$ cat config.mk
export PLATFORM = sky130hd
export DESIGN_NAME = quad_edge_raster_flat
export DESIGN_NICKNAME = d
export VERILOG_FILES = /design/src/rtl/quad_edge_raster_pkg.sv /design/src/rtl/quad_edge_raster_if.sv /design/src/rtl/quad_edge_raster_bresenham_stepper.sv /design/src/rtl/quad_edge_raster.sv /design/src/flat_wrapper.sv
export SDC_FILE = /design/constraint.sdc
export NUM_CORES = 1
export LEC_CHECK = 0
export CAP_MARGIN = 20
export CELL_PAD_IN_SITES_DETAIL_PLACEMENT = 1
export CELL_PAD_IN_SITES_GLOBAL_PLACEMENT = 2
export CORE_MARGIN = 5
export CORE_UTILIZATION = 41
export DETAILED_ROUTE_END_ITERATION = 8
export GPL_TIMING_DRIVEN = 1
export PLACE_DENSITY_LB_ADDON = 0.25
export SYNTH_ARGS = -nofsm -noshare
export SYNTH_HDL_FRONTEND = slang
export SYNTH_SLANG_ARGS = --single-unit
$ cat constraint.sdc
create_clock -name clk -period 8.2 [get_ports clk]
set_input_delay 1.64 -clock clk [delete_from_list [all_inputs] [get_ports clk]]
set_output_delay 1.64 -clock clk [all_outputs]
set_load 0.01 [all_outputs]
$ cat src/rtl/quad_edge_raster_pkg.sv
// Shared constants, types and helpers for the quad outline rasterizer.
// The state encoding is also consumed by the frame-buffer writer's debug mux.
package quad_edge_raster_pkg;

    localparam int unsigned SCREEN_W  = 640;
    localparam int unsigned SCREEN_H  = 480;
    localparam int unsigned COORD_W   = 12;
    localparam int unsigned FRAC_BITS = 1;
    localparam int unsigned PIX_W     = COORD_W - FRAC_BITS;
    localparam int unsigned PX_W      = 10;
    localparam int unsigned PY_W      = 9;
    localparam int unsigned BODY_W    = 4;

    typedef enum logic [1:0] {
        ST_COLLECT = 2'd0,
        ST_SETUP   = 2'd1,
        ST_STEP    = 2'd2,
        ST_DONE    = 2'd3
    } raster_state_e;

    typedef logic signed [PIX_W-1:0] pix_coord_t;

    typedef struct packed {
        pix_coord_t x;
        pix_coord_t y;
    } vertex_t;

    // Q10.1 to integer pixel: dropping the fraction bit is a floor shift.
    function automatic pix_coord_t q_to_pix(input logic signed [COORD_W-1:0] c);
        return c[COORD_W-1:FRAC_BITS];
    endfunction

    function automatic logic on_screen(input pix_coord_t x, input pix_coord_t y);
        return !x[PIX_W-1] && (x[PIX_W-2:0] < (PIX_W-1)'(SCREEN_W)) &&
               !y[PIX_W-1] && (y[PIX_W-2:0] < (PIX_W-1)'(SCREEN_H));
    endfunction

endpackage

$ cat src/rtl/quad_edge_raster_if.sv
// Vertex input handshake plus pixel output port of the quad rasterizer.
interface quad_edge_raster_if;
    import quad_edge_raster_pkg::*;

    logic                      master_ready;
    logic                      slave_ready;
    logic signed [COORD_W-1:0] vertice_x;
    logic signed [COORD_W-1:0] vertice_y;
    logic [BODY_W-1:0]         nth_body;
    logic [1:0]                i_vertex;
    logic                      pix_valid;
    logic                      pix_ready;
    logic [PX_W-1:0]           pix_x;
    logic [PY_W-1:0]           pix_y;
    logic [BODY_W-1:0]         pix_body;
    logic                      quad_done;
    logic                      seq_err;

    modport slave (
        input  master_ready, vertice_x, vertice_y, nth_body, i_vertex, pix_ready,
        output slave_ready, pix_valid, pix_x, pix_y, pix_body, quad_done, seq_err
    );

    modport master (
        output master_ready, vertice_x, vertice_y, nth_body, i_vertex, pix_ready,
        input  slave_ready, pix_valid, pix_x, pix_y, pix_body, quad_done, seq_err
    );

endinterface

$ cat src/rtl/quad_edge_raster_bresenham_stepper.sv
// Integer Bresenham walker for one edge. Exposes the position it will hold
// after this edge (x_c/y_c/at_end_c) so the caller can register its outputs.
module bresenham_stepper
    import quad_edge_raster_pkg::*;
(
    input  logic       clk,
    input  logic       rst,
    input  logic       load_i,
    input  logic       step_i,
    input  pix_coord_t x0_i,
    input  pix_coord_t y0_i,
    input  pix_coord_t x1_i,
    input  pix_coord_t y1_i,
    output pix_coord_t x_c,
    output pix_coord_t y_c,
    output logic       at_end_c,
    output logic       at_end_o
);

    localparam int unsigned DW    = PIX_W + 1;
    localparam int unsigned ERR_W = PIX_W + 2;
    localparam int unsigned E2_W  = PIX_W + 3;

    pix_coord_t               x_q, x_d, y_q, y_d, x1_q, x1_d, y1_q, y1_d;
    logic [DW-1:0]            dx_q, dx_d;
    logic signed [ERR_W-1:0]  dy_q, dy_d, err_q, err_d;
    logic signed [1:0]        sx_q, sx_d, sy_q, sy_d;
    logic                     at_end_q;

    logic signed [DW-1:0]     ddx_c, ddy_c;
    logic [DW-1:0]            adx_c, ady_c;
    logic signed [E2_W-1:0]   e2_c, dx_ext_c, dy_ext_c, err_sum_c;
    logic                     mv_x_c, mv_y_c;

    // Edge setup terms and one Bresenham advance; both branches use the old err.
    always_comb begin
        ddx_c     = {x1_i[PIX_W-1], x1_i} - {x0_i[PIX_W-1], x0_i};
        ddy_c     = {y1_i[PIX_W-1], y1_i} - {y0_i[PIX_W-1], y0_i};
        adx_c     = ddx_c[DW-1] ? DW'(-ddx_c) : DW'(ddx_c);
        ady_c     = ddy_c[DW-1] ? DW'(-ddy_c) : DW'(ddy_c);

        e2_c      = {err_q, 1'b0};
        dx_ext_c  = {2'b00, dx_q};
        dy_ext_c  = {dy_q[ERR_W-1], dy_q};
        mv_x_c    = (e2_c >= dy_ext_c);
        mv_y_c    = (e2_c <= dx_ext_c);
        err_sum_c = {err_q[ERR_W-1], err_q}
                  + (mv_x_c ? dy_ext_c : '0)
                  + (mv_y_c ? dx_ext_c : '0);

        x_d   = x_q;
        y_d   = y_q;
        x1_d  = x1_q;
        y1_d  = y1_q;
        dx_d  = dx_q;
        dy_d  = dy_q;
        err_d = err_q;
        sx_d  = sx_q;
        sy_d  = sy_q;

        if (load_i) begin
            x_d   = x0_i;
            y_d   = y0_i;
            x1_d  = x1_i;
            y1_d  = y1_i;
            dx_d  = adx_c;
            dy_d  = -$signed({1'b0, ady_c});
            err_d = {1'b0, adx_c} - {1'b0, ady_c};
            sx_d  = ddx_c[DW-1] ? 2'b11 : ((ddx_c != '0) ? 2'b01 : 2'b00);
            sy_d  = ddy_c[DW-1] ? 2'b11 : ((ddy_c != '0) ? 2'b01 : 2'b00);
        end else if (step_i) begin
            err_d = err_sum_c[ERR_W-1:0];
            if (mv_x_c) begin
                x_d = x_q + {{(PIX_W-2){sx_q[1]}}, sx_q};
            end
            if (mv_y_c) begin
                y_d = y_q + {{(PIX_W-2){sy_q[1]}}, sy_q};
            end
        end

        x_c      = x_d;
        y_c      = y_d;
        at_end_c = (x_d == x1_d) && (y_d == y1_d);
    end

    always_ff @(posedge clk or negedge rst) begin
        if (!rst) begin
            x_q      <= '0;
            y_q      <= '0;
            x1_q     <= '0;
            y1_q     <= '0;
            dx_q     <= '0;
            dy_q     <= '0;
            err_q    <= '0;
            sx_q     <= '0;
            sy_q     <= '0;
            at_end_q <= 1'b0;
        end else begin
            x_q      <= x_d;
            y_q      <= y_d;
            x1_q     <= x1_d;
            y1_q     <= y1_d;
            dx_q     <= dx_d;
            dy_q     <= dy_d;
            err_q    <= err_d;
            sx_q     <= sx_d;
            sy_q     <= sy_d;
            at_end_q <= at_end_c;
        end
    end

    assign at_end_o = at_end_q;

endmodule

$ cat src/rtl/quad_edge_raster.sv
// Collects four corner vertices per body, then draws the closed outline as
// four Bresenham edges, emitting one clipped pixel per cycle.
module quad_edge_raster
    import quad_edge_raster_pkg::*;
(
    input  logic               clk,
    input  logic               rst,
    quad_edge_raster_if.slave  bus
);

    raster_state_e     state_q, state_d;
    logic [1:0]        k_q, k_d, e_q, e_d, e_nxt_c;
    vertex_t           vbuf_q [4];
    vertex_t           vbuf_d [4];
    logic [BODY_W-1:0] body_q, body_d;
    logic              slave_ready_q, slave_ready_d;
    logic              pix_valid_q, pix_valid_d;
    logic [PX_W-1:0]   pix_x_q, pix_x_d;
    logic [PY_W-1:0]   pix_y_q, pix_y_d;
    logic              quad_done_q, quad_done_d;
    logic              seq_err_q, seq_err_d;

    logic              xfer_c, load_c, step_c;
    pix_coord_t        nxt_x_c, nxt_y_c;
    logic              nxt_end_c, at_end_q;
    vertex_t           in_vtx_c;

    bresenham_stepper u_stepper (
        .clk      (clk),
        .rst      (rst),
        .load_i   (load_c),
        .step_i   (step_c),
        .x0_i     (vbuf_q[e_q].x),
        .y0_i     (vbuf_q[e_q].y),
        .x1_i     (vbuf_q[e_nxt_c].x),
        .y1_i     (vbuf_q[e_nxt_c].y),
        .x_c      (nxt_x_c),
        .y_c      (nxt_y_c),
        .at_end_c (nxt_end_c),
        .at_end_o (at_end_q)
    );

    assign e_nxt_c = e_q + 2'd1;

    // Next-state, buffer update and registered output decode.
    always_comb begin
        state_d   = state_q;
        k_d       = k_q;
        e_d       = e_q;
        vbuf_d    = vbuf_q;
        body_d    = body_q;
        seq_err_d = seq_err_q;
        load_c    = 1'b0;
        step_c    = 1'b0;
        xfer_c    = bus.master_ready && slave_ready_q;
        in_vtx_c  = '{x: q_to_pix(bus.vertice_x), y: q_to_pix(bus.vertice_y)};

        case (state_q)
            ST_COLLECT: begin
                if (xfer_c) begin
                    if (bus.i_vertex == k_q) begin
                        vbuf_d[k_q] = in_vtx_c;
                        if (k_q == 2'd0) begin
                            body_d = bus.nth_body;
                        end
                        k_d = k_q + 2'd1;
                        if (k_q == 2'd3) begin
                            state_d = ST_SETUP;
                            e_d     = 2'd0;
                        end
                    end else begin
                        seq_err_d = 1'b1;
                        if (bus.i_vertex == 2'd0) begin
                            vbuf_d[0] = in_vtx_c;
                            body_d    = bus.nth_body;
                            k_d       = 2'd1;
                        end else begin
                            k_d = 2'd0;
                        end
                    end
                end
            end
            ST_SETUP: begin
                load_c  = 1'b1;
                state_d = ST_STEP;
            end
            ST_STEP: begin
                if (at_end_q) begin
                    if (e_q == 2'd3) begin
                        state_d = ST_DONE;
                    end else begin
                        e_d     = e_nxt_c;
                        state_d = ST_SETUP;
                    end
                end else if (!pix_valid_q || bus.pix_ready) begin
                    // Off-screen points have no pix_valid and advance freely.
                    step_c = 1'b1;
                end
            end
            ST_DONE: begin
                state_d = ST_COLLECT;
            end
            default: begin
                state_d = ST_COLLECT;
            end
        endcase

        slave_ready_d = (state_d == ST_COLLECT);
        quad_done_d   = (state_d == ST_DONE);
        pix_valid_d   = (state_d == ST_STEP) && !nxt_end_c && on_screen(nxt_x_c, nxt_y_c);
        pix_x_d       = pix_valid_d ? nxt_x_c[PX_W-1:0] : pix_x_q;
        pix_y_d       = pix_valid_d ? nxt_y_c[PY_W-1:0] : pix_y_q;
    end

    always_ff @(posedge clk or negedge rst) begin
        if (!rst) begin
            state_q       <= ST_COLLECT;
            k_q           <= '0;
            e_q           <= '0;
            body_q        <= '0;
            slave_ready_q <= 1'b0;
            pix_valid_q   <= 1'b0;
            pix_x_q       <= '0;
            pix_y_q       <= '0;
            quad_done_q   <= 1'b0;
            seq_err_q     <= 1'b0;
            for (int i = 0; i < 4; i++) begin
                vbuf_q[i] <= '0;
            end
        end else begin
            state_q       <= state_d;
            k_q           <= k_d;
            e_q           <= e_d;
            body_q        <= body_d;
            slave_ready_q <= slave_ready_d;
            pix_valid_q   <= pix_valid_d;
            pix_x_q       <= pix_x_d;
            pix_y_q       <= pix_y_d;
            quad_done_q   <= quad_done_d;
            seq_err_q     <= seq_err_d;
            vbuf_q        <= vbuf_d;
        end
    end

    assign bus.slave_ready = slave_ready_q;
    assign bus.pix_valid   = pix_valid_q;
    assign bus.pix_x       = pix_x_q;
    assign bus.pix_y       = pix_y_q;
    assign bus.pix_body    = body_q;
    assign bus.quad_done   = quad_done_q;
    assign bus.seq_err     = seq_err_q;

endmodule

$ cat src/flat_wrapper.sv
// flat-port wrapper written by rule: the top's interface ports become plain ports
module quad_edge_raster_flat import quad_edge_raster_pkg::*;
  (clk, rst, bus_master_ready, bus_vertice_x, bus_vertice_y, bus_nth_body, bus_i_vertex, bus_pix_ready, bus_slave_ready, bus_pix_valid, bus_pix_x, bus_pix_y, bus_pix_body, bus_quad_done, bus_seq_err);
  quad_edge_raster_if bus_i ();
  input  logic clk;
  input  logic rst;
  input wire logic [$bits(bus_i.master_ready)-1:0] bus_master_ready;
  input wire logic [$bits(bus_i.vertice_x)-1:0] bus_vertice_x;
  input wire logic [$bits(bus_i.vertice_y)-1:0] bus_vertice_y;
  input wire logic [$bits(bus_i.nth_body)-1:0] bus_nth_body;
  input wire logic [$bits(bus_i.i_vertex)-1:0] bus_i_vertex;
  input wire logic [$bits(bus_i.pix_ready)-1:0] bus_pix_ready;
  output wire logic [$bits(bus_i.slave_ready)-1:0] bus_slave_ready;
  output wire logic [$bits(bus_i.pix_valid)-1:0] bus_pix_valid;
  output wire logic [$bits(bus_i.pix_x)-1:0] bus_pix_x;
  output wire logic [$bits(bus_i.pix_y)-1:0] bus_pix_y;
  output wire logic [$bits(bus_i.pix_body)-1:0] bus_pix_body;
  output wire logic [$bits(bus_i.quad_done)-1:0] bus_quad_done;
  output wire logic [$bits(bus_i.seq_err)-1:0] bus_seq_err;
  assign bus_i.master_ready = bus_master_ready;
  assign bus_i.vertice_x = bus_vertice_x;
  assign bus_i.vertice_y = bus_vertice_y;
  assign bus_i.nth_body = bus_nth_body;
  assign bus_i.i_vertex = bus_i_vertex;
  assign bus_i.pix_ready = bus_pix_ready;
  assign bus_slave_ready = bus_i.slave_ready;
  assign bus_pix_valid = bus_i.pix_valid;
  assign bus_pix_x = bus_i.pix_x;
  assign bus_pix_y = bus_i.pix_y;
  assign bus_pix_body = bus_i.pix_body;
  assign bus_quad_done = bus_i.quad_done;
  assign bus_seq_err = bus_i.seq_err;
  quad_edge_raster u_core (.clk(clk), .rst(rst), .bus(bus_i));
endmodule
==> reports/qor.csv, run 1 <==
stage;metric;value;unit
synthesis;Yosys reg bits;208;
synthesis;Post-synth EDFFs;0;
timing;Setup Skew;0.01381;ns
timing;final hold vios;0;
min_path;hold depth;1;
synthesis;register area share after synthesis;37.36;%
min_path;min-delay src;u_core.bus.seq_err;
synthesis;cells after synthesis;1374;
cells_and_area;Area growth syn-to-layout;13.32;%
synthesis;Syn Nets;1523;
synthesis;Netlist cell types;72;
cells_and_area;leading cell type in the layout, fill and taps excluded;dfrtp_1;
worst_setup_path;critical path peak fanout;17;
timing;Setup TNS;0;ns
synthesis;Yosys warnings;0;
timing;pins over their slew limit;0;
timing;RSZ-0062 raised after global routing;no;
worst_setup_path;Max stage delay on crit path;0.62;ns
die;die width;194.3;um
min_path;Hold Path Class;reg -> reg;
timing;Final setup violation count;0;
clock_tree;PostCTS Resize Cnt;0;
synthesis;synthesized area per cell;10.14;um^2
worst_setup_path;Worst Path Required;8.61;ns
route;routed wire length;37730;um
worst_setup_path;critical path's slowest cell;ha_1;
global_routing;vias in the first global route;11170;
die;I/O pins;61;
worst_setup_path;Worst path top cell family by delay;compound AO/OA/AOI/OAI gates;
worst_setup_path;Critical Path End Type;flop;
timing;Max Clk Rate;0.1600;GHz
clock_tree;Num Clock Sinks;208;
worst_setup_path;crit-path cells;ha_1 -> buf_4 -> mux4_2 -> ha_1 -> nor2b_1 -> o2111ai_1 -> nand3_1 -> a311oi_1 -> a221oi_1 -> buf_4 -> mux2i_1 -> ha_1 -> nor2b_1 -> o21ai_0 -> a21oi_1 -> o21ai_0 -> nand2b_1 -> a21oi_1 -> o21bai_1 -> a31oi_1 -> o21bai_1 -> a21oi_1 -> xnor2_1 -> mux2_2;
clock_tree;H-tree levels;1;
status;status;finished, final reports clean;
worst_setup_path;Crit Path Class;reg -> reg;
global_routing;largest net degree at the start of global routing;85;
worst_setup_path;Worst Path Buf+Inv;2;
die;core area;33530;um^2
die;DIE AREA;37770;um^2
route;wire length per cell;19.96;um
global_routing;global-route wire length before repair;61780;um
place;Placer Congestion;0.8457;
clock_tree;CTS tree;yes;
worst_setup_path;crit path launch type;flop;
cells_and_area;Layout Nets;1572;
run;Max Cap Viol;0;
place;Port Buf Inserts;58;
global_routing;initial antenna violation count;0;
die;Die H;194.3;um
timing;Final Cycle Share;76.21;%
worst_setup_path;FF-to-FF End;u_core.u_stepper.err_q[11];
route;DR pass1 iterations;4;
synthesis;ys async rst share;100.0;%
clock_tree;Worst-path clk slew;0.06;ns
clock_tree;TritonCTS Buffers;26;
global_routing;GRT overflow;0;
timing;min Tclk post-route;6.249;ns
worst_setup_path;R2R setup slack;1.95;ns
die;Initial Utilization;41.55;%
cells_and_area;most frequent cells in the layout;207 x dfrtp_1, 187 x nand2_1, 119 x inv_1;
clock_tree;clk_lat worst skew;0.53;ns
clock_tree;post-CTS setup buffer count;0;
global_routing;gr usage total;19.85;%
timing;worst rel slew slack;28.04;%
place;post-detail-place hpwl;27900;um
timing;Worst Tran Pin Value;1.079;ns
clock_tree;clock tree buffer depth;3;
min_path;hold worst-path end;u_core.bus.seq_err;
cells_and_area;n_diodes;0;
route;Initial DRC Count;508;
synthesis;Syn Std Cell Area;13930;um^2
worst_setup_path;Arrival @ worst endpoint;6.66;ns
route;number of remaining DRC errors;0;
route;vias after detailed routing;10320;
clock_tree;Root Driver;clkbuf_16;
clock_tree;Post-CTS Hold Buffers;0;
cells_and_area;layout cells sized above 1;14.91;%
worst_setup_path;worst r2r src;u_core.e_q[0];
route;vias per cell;5.461;
synthesis;main flop type after synthesis;dfrtp_1;
worst_setup_path;Worst R2R Path Depth;24;
route;Final ANT Viol Nets;0;
die;FP Rows;67;
worst max path at each step:
stage | from | to | slack, ns | cells after the start
finish | u_core.e_q[0] | u_core.u_stepper.err_q[11] | 1.95 | 24
global route | u_core.e_q[0] | u_core.u_stepper.err_q[11] | 1.44 | 24
detailed placement | u_core.e_q[0] | u_core.u_stepper.err_q[11] | 1.89 | 24
global placement | bus_pix_ready | u_core.bus.pix_x[1] | 1.96 | 12
floorplan | u_core.e_q[0] | u_core.u_stepper.err_q[11] | 2.21 | 23
CTS | u_core.e_q[0] | u_core.u_stepper.err_q[11] | 1.88 | 24
synth_stat cells, types with 18 or more instances:
cell type	count	share of area, %
dfrtp_1	208	37
nand2_1	187	5.0
inv_1	119	3.2
ha_1	97	8.7
o21ai_0	82	2.9
mux2_2	74	6.0
xnor2_1	68	4.3
a21oi_1	63	2.3
nor2_1	60	1.6
mux4_2	44	7.1
clkbuf_1	36	0.97
xor2_1	35	2.2
a21o_1	20	1.1
mux2_4	19	2.0
fa_1	18	2.6
kinds of logic after synthesis:
family | after synthesis | synth area share [%]
compound gates | 272 | 12.54
mux | 146 | 15.79
xor+xnor | 103 | 6.475
fa+ha+maj | 115 | 11.30
simple gates | 360 | 11.69
buf+inv | 170 | 4.850
flops | 208 | 37.36
layout make-up:
class / instances / area [um^2]
Inverter: 119 / 446.7
Fill cell: 3732 / 17740
Multi-Input combinational cell: 996 / 8066
Tap cell: 448 / 560.5
Sequential cell: 208 / 5206
Timing Repair Buffer: 72 / 690.7
Clock inverter: 11 / 67.56
Clock buffer: 36 / 749.5
metrics by stage:
step / std cells / hold slack [ns] / instance area, um^2 / utilization [%] / worst slack, ns
2_1_floorplan: 1374 / 0.4407 / 13930 / - / 2.212
3_3_place_gp: 1843 / 0.4567 / 14970 / 44.65 / 1.956
3_5_place_dp: 1843 / 0.4566 / 14970 / 44.65 / 1.887
4_1_cts: 1890 / 0.4768 / 15790 / 47.08 / 1.880
5_1_grt: 1890 / 0.4877 / 15790 / 47.08 / 1.436
6_report: 1890 / 0.4703 / 15790 / 47.08 / 1.951
sequential cells by signal (all words and copies together) (netlist names), 4 cells and up:
| register | flops |
|---|---|
| u_core.bus.pix_y | 9 |
| u_core.u_stepper.x_q | 11 |
| u_core.u_stepper.dx_q | 12 |
| u_core.vbuf_q | 88 |
| u_core.bus.pix_x | 10 |
| u_core.bus.pix_body | 4 |
| u_core.u_stepper.y1_q | 11 |
| u_core.u_stepper.x1_q | 11 |
| u_core.u_stepper.err_q | 13 |
| u_core.u_stepper.y_q | 11 |
| u_core.u_stepper.dy_q | 13 |
layer usage:
layer / part of all wire, % / GRT usage [%] / wire length, um
met5: 0 / 0 / 0
met4: 1.6 / 3.828 / 610
met3: 2.5 / 2.285 / 939
met2: 49 / 34.67 / 18430
met1: 47 / 26.96 / 17750
Power of run 1 is not shown: default switching activity piles up to over one toggle a cycle in this logic, so the estimate is an artifact.
==> run 2, diff against run 1 <==
- clock period: 8.2 -> 5.98 ns (I/O delays scaled with it)
==> reports/qor.csv, run 2 (same netlist as run 1, synthesis figures left out) <==
stage;metric;value;unit
status;status;finished, final reports clean;
min_path;min-delay src;u_core.bus.seq_err;
worst_setup_path;critical path's slowest cell;ha_2;
worst_setup_path;Critical Path End Type;flop;
timing;Worst Tran Pin Value;1.068;ns
route;Initial DRC Count;483;
cells_and_area;n_diodes;0;
cells_and_area;Final Core Density;47.99;%
die;core area;33530;um^2
global_routing;initial antenna violation count;0;
place;post-detail-place hpwl;28480;um
cells_and_area;Layout Nets;1588;
worst_setup_path;Max stage delay on crit path;0.45;ns
cells_and_area;Area growth syn-to-layout;15.49;%
worst_setup_path;Worst Path Buf+Inv;2;
min_path;Hold Path Class;reg -> reg;
worst_setup_path;Worst Path Required;6.39;ns
clock_tree;clock tree buffer depth;3;
worst_setup_path;Arrival @ worst endpoint;5.93;ns
global_routing;largest net degree at the start of global routing;122;
worst_setup_path;crit-path cells;ha_2 -> buf_4 -> buf_4 -> mux4_2 -> ha_1 -> o2111ai_1 -> and3_1 -> o31a_1 -> a21oi_2 -> mux2_2 -> ha_1 -> nor2b_1 -> o21ai_1 -> a21oi_1 -> o21ai_0 -> nand2b_1 -> a21oi_1 -> o21bai_1 -> a31oi_2 -> o21bai_1 -> a21oi_1 -> xnor2_1 -> mux2_2;
die;die width;194.3;um
route;wire length per cell;20.04;um
clock_tree;Root Driver;clkbuf_16;
timing;Max Clk Rate;0.1812;GHz
global_routing;global-route wire length before repair;63320;um
worst_setup_path;Worst path top cell family by delay;compound AO/OA/AOI/OAI gates;
route;DR pass1 iterations;5;
worst_setup_path;Critical path origin;u_core.e_q[0];
route;routed wire length;38200;um
die;I/O pins;61;
run;Max Cap Viol;0;
clock_tree;clk_lat worst skew;0.53;ns
timing;min Tclk post-route;5.519;ns
cells_and_area;Fill cells;3710;
cells_and_area;max reg flops;88;
timing;worst rel slew slack;28.79;%
place;Placer Congestion;0.8653;
timing;Final setup violation count;0;
place;Port Buf Inserts;58;
cells_and_area;leading cell type in the layout, fill and taps excluded;dfrtp_1;
timing;final hold vios;0;
global_routing;GRT overflow;0;
worst_setup_path;Crit Path Class;reg -> reg;
worst_setup_path;crit path launch type;flop;
die;Initial Utilization;41.55;%
die;FP Rows;67;
timing;pins over their slew limit;0;
cells_and_area;most frequent cells in the layout;207 x dfrtp_1, 187 x nand2_1, 119 x inv_1;
die;Die H;194.3;um
clock_tree;Num Clock Sinks;208;
clock_tree;H-tree levels;1;
worst_setup_path;CP dominant cell by count;a21oi_1;
global_routing;gr usage total;20.38;%
cells_and_area;layout cells sized above 1;16.32;%
global_routing;vias in the first global route;11310;
clock_tree;Worst-path clk slew;0.06;ns
clock_tree;CTS tree;yes;
cells_and_area;largest register by flop count;u_core.vbuf_q;
clock_tree;TritonCTS Buffers;25;
worst_setup_path;worst r2r src;u_core.e_q[0];
route;number of remaining DRC errors;0;
cells_and_area;largest registers;u_core.vbuf_q (88), u_core.u_stepper.dy_q (13), u_core.u_stepper.err_q (13);
die;DIE AREA;37770;um^2
route;vias after detailed routing;10380;
worst_setup_path;critical path peak fanout;8;
timing;Final Cycle Share;92.30;%
route;Final ANT Viol Nets;0;
clock_tree;Post-CTS Hold Buffers;0;
timing;Setup Skew;0.01102;ns
route;vias per cell;5.445;
[run 2: cell types whose count changed in the layout (fill, tap and decap cells not counted), moves of 2 or more]
cell       delta
inv_6         +2
buf_12        +4
clkbuf_16     -2
buf_4        +12
clkbuf_1      -2
bufinv_16     +5
clkinv_2      -4
[run 2: repair_timing]
item | in CTS | in global routing
endpoints found under the setup margin | 0 | 3
setup buffers | 0 | 0
resized for setup | 0 | 7
[run 2: final timing paths]
path                            slack (ns)                    endpoint  depth (start not counted)
min in group asynchronous             0.67           u_core.vbuf_q[16]                          1
worst max register to register        0.46  u_core.u_stepper.err_q[11]                         23
worst min-delay path                  0.47          u_core.bus.seq_err                          1
worst min register to register        0.47          u_core.bus.seq_err                          1
max in group asynchronous             4.18    u_core.u_stepper.sy_q[0]                          2
worst max-delay path                  0.46  u_core.u_stepper.err_q[11]                         23
[run 2: metal layers]
metal  wire length [um]  GRT usage [%]  vias up  part of all wire (%)
met5                  0              0        -                     0
met4                607          3.594        0                   1.6
met3                992          2.164       48                   2.6
met2              18690          35.04      112                    49
met1              17910          28.45     5260                    47
li1                   -              -     4959                     -
[run 2: through the flow]
stage	cells	area, um^2	hold WS [ns]	setup TNS (ns)	setup slack [ns]
2_1_floorplan	1374	13930	0.4407	0	0.1621
3_3_place_gp	1860	15150	0.4544	0	0.3194
3_5_place_dp	1860	15150	0.4583	0	0.1999
4_1_cts	1906	16060	0.4774	0	0.1727
5_1_grt	1906	16090	0.4962	-0.01296	-0.01296
6_report	1906	16090	0.4729	0	0.4607
[run 2: layout make-up]
cell class	instances	area, um^2	area share, %
Clock inverter	13	207.7	1.291
Sequential cell	208	5206	32.36
Tap cell	448	560.5	3.484
Inverter	119	446.7	2.776
Timing Repair Buffer	89	872.1	5.420
Multi-Input combinational cell	996	8092	50.29
Clock buffer	33	705.7	4.386
[run 2: worst register-to-register path: stages (launching register included)]
cell and delay (ns):
dfrtp_2 0.42, ha_2 0.45, buf_4 0.23, buf_4 0.17
mux4_2 0.36, ha_1 0.39, o2111ai_1 0.15, and3_1 0.20
o31a_1 0.31, a21oi_2 0.19, mux2_2 0.40, ha_1 0.27
nor2b_1 0.13, o21ai_1 0.18, a21oi_1 0.12, o21ai_0 0.16
nand2b_1 0.12, a21oi_1 0.17, o21bai_1 0.12, a31oi_2 0.26
o21bai_1 0.10, a21oi_1 0.18, xnor2_1 0.08, mux2_2 0.26
Power of run 2 is left out for the same reason.
